### src/rtl/pipe_stage_reg.sv
// Pipeline-stage register: one WIDTH-bit payload word per transfer, with valid/ready
// handshake, optional two-entry skid buffer, and global stall/flush.
// Latency: one cycle from in_fire to out_valid_o. Throughput: one word per cycle.
// Backpressure: with SKID=1, in_ready_o comes from a flop and falls once both entries
// are full. With SKID=0, in_ready_o is combinational from out_ready_i.
//
// Ports:
//   clk, rst        - single clock, synchronous active-high reset
//   flush_i         - discard all held entries (beats stall and handshake)
//   stall_i         - freeze all state; no transfer in or out
//   in_valid_i/in_ready_o/in_data_i    - upstream handshake and payload
//   out_valid_o/out_ready_i/out_data_o - downstream handshake and payload
//   occupancy_o     - number of held entries (0..2 with skid, 0..1 without)
module pipe_stage_reg #(
   parameter int unsigned      WIDTH     = 64,
   parameter logic [WIDTH-1:0] RESET_VAL = '0,
   parameter int unsigned      SKID      = 1
) (
   input  logic             clk,
   input  logic             rst,
   input  logic             flush_i,
   input  logic             stall_i,
   input  logic             in_valid_i,
   output logic             in_ready_o,
   input  logic [WIDTH-1:0] in_data_i,
   output logic             out_valid_o,
   input  logic             out_ready_i,
   output logic [WIDTH-1:0] out_data_o,
   output logic [1:0]       occupancy_o
);

   // Main entry M: always drives the output port.
   logic             m_vld_q, m_vld_d;
   logic [WIDTH-1:0] m_dat_q, m_dat_d;

   logic in_fire;
   logic out_fire;

   // Stall gates both fire terms. Upstream sees the same stall, so in_ready_o
   // itself does not need to depend on it in skid mode.
   assign in_fire  = in_valid_i & in_ready_o & ~stall_i;
   assign out_fire = m_vld_q & out_ready_i & ~stall_i;

   assign out_valid_o = m_vld_q;
   assign out_data_o  = m_dat_q;

   // Reset and flush have the same effect. Any same-cycle in_fire is dropped,
   // because the _d values are ignored here.
   always_ff @(posedge clk) begin
      if (rst || flush_i) begin
         m_vld_q <= 1'b0;
         m_dat_q <= RESET_VAL;
      end else begin
         m_vld_q <= m_vld_d;
         m_dat_q <= m_dat_d;
      end
   end

   generate
      if (SKID != 0) begin : g_skid
         // Skid entry S: catches the word that arrives while M is full and not draining.
         logic             s_vld_q, s_vld_d;
         logic [WIDTH-1:0] s_dat_q, s_dat_d;

         // S empty means one free slot is guaranteed next cycle. This keeps the
         // ready path registered.
         assign in_ready_o  = ~s_vld_q;
         assign occupancy_o = {1'b0, m_vld_q} + {1'b0, s_vld_q};

         always_comb begin
            m_vld_d = m_vld_q;
            m_dat_d = m_dat_q;
            s_vld_d = s_vld_q;
            s_dat_d = s_dat_q;
            if (out_fire && s_vld_q) begin
               // S refills M. No in_fire can coincide, because in_ready_o is low.
               m_dat_d = s_dat_q;
               s_vld_d = 1'b0;
            end else if (in_fire) begin
               if (!m_vld_q || out_fire) begin
                  m_dat_d = in_data_i;
                  m_vld_d = 1'b1;
               end else begin
                  s_dat_d = in_data_i;
                  s_vld_d = 1'b1;
               end
            end else if (out_fire) begin
               m_vld_d = 1'b0;
            end
         end

         always_ff @(posedge clk) begin
            if (rst || flush_i) begin
               s_vld_q <= 1'b0;
               s_dat_q <= '0;
            end else begin
               s_vld_q <= s_vld_d;
               s_dat_q <= s_dat_d;
            end
         end
      end else begin : g_noskid
         // Single entry: the stage can accept if it is empty, or if M leaves this cycle.
         assign in_ready_o  = ~m_vld_q | (out_ready_i & ~stall_i);
         assign occupancy_o = {1'b0, m_vld_q};

         always_comb begin
            m_vld_d = m_vld_q;
            m_dat_d = m_dat_q;
            if (in_fire) begin
               m_dat_d = in_data_i;
               m_vld_d = 1'b1;
            end else if (out_fire) begin
               m_vld_d = 1'b0;
            end
         end
      end
   endgenerate

endmodule

### config.mk
export PLATFORM = sky130hd
export DESIGN_NAME = pipe_stage_reg
export DESIGN_NICKNAME = d
export VERILOG_FILES = /design/src/rtl/pipe_stage_reg.sv
export SDC_FILE = /design/constraint.sdc
export NUM_CORES = 1
export LEC_CHECK = 0
export ABC_AREA = 1
export CORE_UTILIZATION = 45
export CTS_BUF_LIST = sky130_fd_sc_hd__clkbuf_8
export CTS_CLUSTER_SIZE = 24
export DETAILED_ROUTE_END_ITERATION = 12
export GPL_ROUTABILITY_DRIVEN = 0
export PLACE_DENSITY = 0.72
export SYNTH_ARGS = -nofsm -noshare
export SYNTH_HDL_FRONTEND = slang
export SYNTH_SLANG_ARGS = --single-unit
export TNS_END_PERCENT = 1
### constraint.sdc
create_clock -name clk -period 1.4 [get_ports clk]
set_input_delay 0.14 -clock clk [delete_from_list [all_inputs] [get_ports clk]]
set_output_delay 0.14 -clock clk [all_outputs]
set_load 0.1 [all_outputs]
Word-level counts from Yosys, hierarchy flattened
Index checks and enable logic that the tools add are counted.

word-level totals
  flip-flop bits (word level) = 130
  input bits = 70
  output and inout port bits = 68
  word-level logic and storage cells = 32

operators by class
  add/sub/neg operators = 1
  equality and inequality tests = 1
  muxes and demuxes = 6
  bitwise logic cells = 8
  reductions and logical operators = 12

operator list
  kind                                                    number
  two-way mux 64 bit                                      3
  AND reduction 3 bit                                     2
  nonzero test 2 bit                                      3
  AND 1 bit                                               4
  inverter 1 bit                                          4
  AND reduction 2 bit                                     2
  two-way mux 1 bit                                       3
  adder 1 x 1 -> 2 bit                                    1
  logical OR 1 bit                                        2
  inequality test 2 x 1 -> 1 bit (second input constant)  1
  OR reduction 2 bit                                      1
  logical AND 1 bit                                       1
  logical NOT 1 bit                                       1

Longest topological paths before layout
Gate-level depths: netlist of run 1.

  depth after elaboration = 6
  depth in mapped cells = 8
  depth with buffers taken out = 7

Worst setup path after synthesis of run 1
Ideal clock, no wire load.

  path kind = reg2out
  start = reg m_vld_q, in the netlist out_valid_o
  end = out occupancy_o[1]
  arrival time = 1.946 ns
  required time = 1.260 ns
  slack = -0.686 ns
  stages on the path, launching flop included = 2
  buffers on the path = 0
  cell sequence = dfxtp_1 > ha_1

on the way
  word-level cells in the longest chain between the ends = 1

ends and longest elaborated chain
  element                 RTL line  RTL
  start, declared         33        logic m_vld_q, m_vld_d;
  start signal, assigned  54        m_vld_q <= m_vld_d;
  adder 1 x 1 -> 2 bit    68        assign occupancy_o = {1'b0, m_vld_q} + {1'b0, s_vld_q};
  end, declared           29        output logic [1:0] occupancy_o

No other way between the ends.

Worst setup path after layout of run 1
  start = reg g_skid.s_vld_q
  end = out occupancy_o[0]

on the way
  word-level cells in the longest chain between the ends = 1

ends and longest elaborated chain
  element                 RTL line  RTL
  start, declared         62        logic s_vld_q, s_vld_d;
  start signal, assigned  97        s_vld_q <= s_vld_d;
  adder 1 x 1 -> 2 bit    68

No other way between the ends.

==> results.ini, run 1 <==
[layout]
fin_area_mm2=0.009022
layout-drive-gt1-share=0.1549
seq_area_mm2=0.002610
multiInputGateArea_mm2=0.002925
nFillCells=1052
area_delta_synth_final_pct=49.98
final_util=0.7035
nets=1130
antenna_cells=0

[power_and_ir_drop]
peakVddDrop_mv=0.7028
powerDensity_mw_per_mm2=926.0
leakage_uw=0.004100
p_total_uw=8354

[timing]
slew_headroom=0.6626
setup_viol=16
drv_slew=0
min_period_over_period=1.092
hold_viol=0
skew_ns=0.008812
post-route-min-period_ns=1.528
rsz0062_at_grt=yes
tightestPinTransition_ns=0.5061
setup_ws_ns=-0.1285
max_freq_mhz=654.2

[route]
vias=6224
initialDrtViolationCount=576
ant_nets=0
drt-pass1-iter-count=7
drc=0
wire_per_inst_um=13.65
via_per_inst=5.003
routed_wl_um=16990

[logic_synthesis]
yosysWarnings=0
synth_edf_count=0
synth_top_cells_by_count=nand2_1 (198), nor2_1 (197), dfxtp_1 (130)
ys_seq_elements=130
async_reset_ff_frac=0
synth_area_per_cell_um2=6.469
yosysMostFrequentCell=nand2_1
yosysSeqAreaShare=0.4326
synth_cells=930
ys.flop_type=dfxtp_1
ys_types=19
yosysTopAreaCellShare=0.4326
synth_nets=1001
synth_top_cells_by_area=dfxtp_1 (43%), nand2_1 (12%), nor2_1 (12%), nand3_1 (11%), nor3_1 (5.3%)
syn-cell-area_mm2=0.006016
yosysTopAreaCell=dfxtp_1

[floorplan]
die_height_um=117.6
rows=41
fp.dieW_um=117.6
io_pins=138
die-area_mm2=0.01383
core_mm2=0.01282
initial_utilization=0.4691

[grt]
grt.total_usage=0.2535
globalRouteOverflowTotal=0
antenna_found_initial=0
grt_pass1_wl_um=28350
grt_max_degree=41
grt_pass1_vias=5744

[clocking]
clk_latency_ns=0.46
cts_max_level=4
cts_tree=built
clockRootBuffer=clkbuf_8
clockBufferDepth=2
cts_buffers=17
path_clk_slew_ns=0.07
cts.hold.buffers_added=0
clock_sinks=130

[setup_path]
cp-start-kind=register
cp_max_fo=3
reg2reg_setup_slack_ns=-0.04
critPathKind=register to primary output
required_ns=1.26
r2r-start=g_skid.s_vld_q
crit_start=g_skid.s_vld_q
r2r_end=out_data_o[58]
critPathCaptureType=primary output
cp.arrival_ns=1.39
reg2reg_depth=8

[status]
violations=setup timing
run_status=finished, violations left

[place]
placed_area_mm2=0.008569
io_buffers=137
detailed_place_hpwl_um=11030

[hold_path]
min_path_cells=3
holdPathEnd=g_skid.s_dat_q[0]
hp-start=in_data_i[0]
hold_class=input pin to register

[flow_run]
maxCapViolations=0

[layer usage]
metal	share of wire	up-vias	wire length (um)	global-route usage
met5	0	-	0	0
met4	0.019	0	327	0.1026
met3	0.051	26	865	0.05911
met2	0.50	182	8412	0.4221
met1	0.43	2807	7379	0.3142
li1	-	3209	-	-
[cells by family (layout without fill, tap and decap cells)]
group / count (synthesis) / count (layout) / share of synthesized area
and+or+nand+nor: 590 / 590 / 0.4091
buffers and inverters: 142 / 284 / 0.09942
DFF: 130 / 130 / 0.4326
AOI/OAI and AO/OA: 67 / 67 / 0.05678
adders and majority gates: 1 / 1 / 0.002080
[worst max path at each step]
| stage | endpoint | slack (ns) | cells after the start |
|---|---|---|---|
| floorplan | g_skid.s_dat_q[13] | -0.03 | 7 |
| global placement | g_skid.s_dat_q[18] | -0.29 | 6 |
| detailed placement | g_skid.s_dat_q[4] | -0.36 | 6 |
| CTS | occupancy_o[0] | -0.14 | 3 |
| global route | out_data_o[58] | -0.17 | 8 |
| finish | occupancy_o[0] | -0.13 | 3 |
[stage by stage]
step | setup slack (ns) | TNS (ns) | std cells | hold slack, ns
6_report | -0.1285 | -0.2722 | 1244 | 0.3247
5_1_grt | -0.1689 | -5.096 | 1244 | 0.3218
4_1_cts | -0.1448 | -0.1797 | 1244 | 0.3073
3_5_place_dp | -0.3602 | -33.89 | 1212 | 0.4848
3_3_place_gp | -0.2890 | -29.43 | 1212 | 0.4774
2_1_floorplan | -0.03239 | -1.015 | 930 | 0.2821
[critical path, cell delays in order, from the launching register on]
cell and delay (ns):
dfxtp_4 0.37, buf_6 0.13, ha_4 0.27, buf_12 0.17
[power breakdown]
part	internal [uW]	switching [uW]	total [uW]
clock network	1540	1400	2940
registers	3770	76.2	3840
logic	636	935	1570
[state kept, by name, summed over array words and instances (netlist names)]
signal / flops
g_skid.s_dat_q: 64
out_valid_o: 1
g_skid.s_vld_q: 1
out_data_o: 64
[repair_timing]
action,4_1_cts,5_1_grt
endpoints found under the setup margin,5,95
resized for setup,10,11
pin swaps,1,1
setup buffers,1,0
[cell usage in the layout (no fill, tap or decap)]
cell and count:
nand2_1 196, nor2_1 194, nand3_1 128, dfxtp_1 128, buf_12 85, inv_1 70, clkdlybuf4s50_1 69, nor3_1 54
o21ai_0 39, o21ai_1 25, buf_4 24, clkbuf_8 21, nor3_2 10, buf_6 7, clkinv_2 4, nor2_4 3
inv_2 2, nand2_2 2, dfxtp_4 2, inv_8 1, nand4_1 1, nand3_4 1, o21ai_4 1, nor2_2 1
a21oi_1 1, a21boi_0 1, ha_4 1, bufinv_16 1
[layout make-up]
class | instances | area share
multi-input cells | 658 | 0.3242
inverters | 67 | 0.02871
clock inverters | 11 | 0.008043
clock buffers | 21 | 0.03203
well taps | 172 | 0.02385
flip-flops and latches | 130 | 0.2893
repair buffers | 185 | 0.2939
Power figures use the tool's default switching activity.
==> inputs of run 2 (changes only) <==
Settings changed: CELL_PAD_IN_SITES_DETAIL_PLACEMENT set to 1, CELL_PAD_IN_SITES_GLOBAL_PLACEMENT set to 2, CORE_UTILIZATION 45 to 27, PLACE_DENSITY 0.72 to 0.8.
==> results.ini, run 2 (synthesis gave the netlist of run 1 again) <==
[layout]
layout-drive-gt1-share=0.1605
final_util=0.4274
final_common_cell=nand2_1
seq_area_mm2=0.002610
antenna_cells=0
layout_common_cells=nand2_1 (193), nor2_1 (192), nand3_1 (128), dfxtp_1 (128), buf_12 (87)
multiInputGateArea_mm2=0.002898
nFillCells=2643
area_delta_synth_final_pct=55.03
nets=1139

[flow_run]
maxCapViolations=0

[setup_path]
reg2reg_setup_slack_ns=-0.12
cp_max_fo=24
critPathTopFamily=simple AND/OR/NAND/NOR gates
path_cells=buf_8, buf_12, clkinv_8, nand3_4, nand2_1, nand2_4, buf_12, nor2_1, nor2_1
cp.buffers_inverters=4
cp.arrival_ns=1.85
cp-start-kind=register
critPathCaptureType=register
slowest_stage=dfxtp_4
critPathKind=register to register
slowest_delay_ns=0.37
required_ns=1.74

[hold_path]
hold_class=input pin to register

[grt]
grt_pass1_vias=6430
grt.total_usage=0.1918
grt_max_degree=38
globalRouteOverflowTotal=0
grt_pass1_wl_um=33930
antenna_found_initial=0

[timing]
setup-tns-final_ns=-7.483
min_period_over_period=1.083
tightestPinTransition_ns=0.3718
post-route-min-period_ns=1.516
setup_viol=124
rsz0062_at_grt=yes
skew_ns=0.005911
slew_headroom=0.7521
max_freq_mhz=659.5
setup_ws_ns=-0.1163
hold-worst-slack_ns=0.3409
drv_slew=0
hold_viol=0

[floorplan]
core_mm2=0.02182
fp.dieW_um=151.3
die-area_mm2=0.02288
initial_utilization=0.2757
rows=54
die_height_um=151.3
io_pins=138

[clocking]
cts_tree=built
cts_max_level=4
clk_latency_ns=0.44
clockRootBuffer=clkbuf_8
cts_buffers=17
clock_sinks=130
clockBufferDepth=2
path_clk_slew_ns=0.07
cts.hold.buffers_added=0

[route]
route.met2.wl_um=10670
via_per_inst=4.698
vias=6380
drt-pass1-iter-count=4
initialDrtViolationCount=256
wl_met3_um=631
drc=0
ant_nets=0
top_layer=met4
routed_wl_um=21340
wire_per_inst_um=15.71
drt-met1-wl_um=9698

[power_and_ir_drop]
peakVddDrop_mv=0.5231
powerDensity_mw_per_mm2=912.2
leakage_uw=0.004161
p_total_uw=8508

[status]
violations=setup timing
run_status=finished, violations left

[place]
detailed_place_hpwl_um=13940
pre_cts_ws_ns=-0.3352
io_buffers=137

## run 2: changes by cell type in the layout (fill, tap and decap cells not counted), moves of 3 or more
cell	previous run	this run
o21ai_0	39	24
o21ai_1	25	40
nor3_1	54	63
nor3_2	10	1
inv_1	70	65
nand2_1	196	193
## run 2: worst paths after layout
path                                    startpoint  cells past startpoint                  to
worst max-delay path                g_skid.s_vld_q                      9      out_data_o[63]
worst min-delay path                 in_data_i[25]                      3  g_skid.s_dat_q[25]
worst max register to register      g_skid.s_vld_q                      9      out_data_o[63]
worst min register to register  g_skid.s_dat_q[40]                      2  g_skid.s_dat_q[40]
## run 2: worst min-delay path: stages
cell and delay (ns):
clkdlybuf4s50_1 0.47, nor3_1 0.06, nor2_1 0.08
## run 2: repair_timing
action                                  4_1_cts  5_1_grt
pin swaps                                     2        2
endpoints found under the setup margin        6      108
cloned                                        2        1
setup buffers                                 3        3
resized for setup                             9       34
## run 2: area by class of cell
cell class / count / area share
clock buffers: 22 / 0.03247
clock inverters: 7 / 0.006305
repair buffers: 194 / 0.3048
multi-input cells: 658 / 0.3107
flip-flops and latches: 130 / 0.2798
well taps: 280 / 0.03756
inverters: 67 / 0.02831
## run 2: power breakdown
part	switching, uW	internal, uW
Clock	1460	1590
Combinational	972	644
Sequential	78.1	3770
## run 2: routing by layer
| metal | GRT usage | up-vias |
|---|---|---|
| li1 | - | 3212 |
| met1 | 0.2299 | 3044 |
| met2 | 0.3429 | 102 |
| met3 | 0.03524 | 22 |
| met4 | 0.06050 | 0 |
| met5 | 0 | - |
## run 2: through the flow
stage | std cells | area, um2
floorplan | 930 | 6031
global placement | 1320 | 8707
global route | 1358 | 9326
CTS | 1354 | 9201
detailed placement | 1320 | 8707
finish | 1358 | 9326
==> inputs of run 3 (changes only) <==
Settings changed: ABC_CLOCK_PERIOD_IN_PS set to 1400, CAP_MARGIN set to 5.
==> results of run 3 <==
No change in the layout: final DEF, timing and power equal those of run 2.
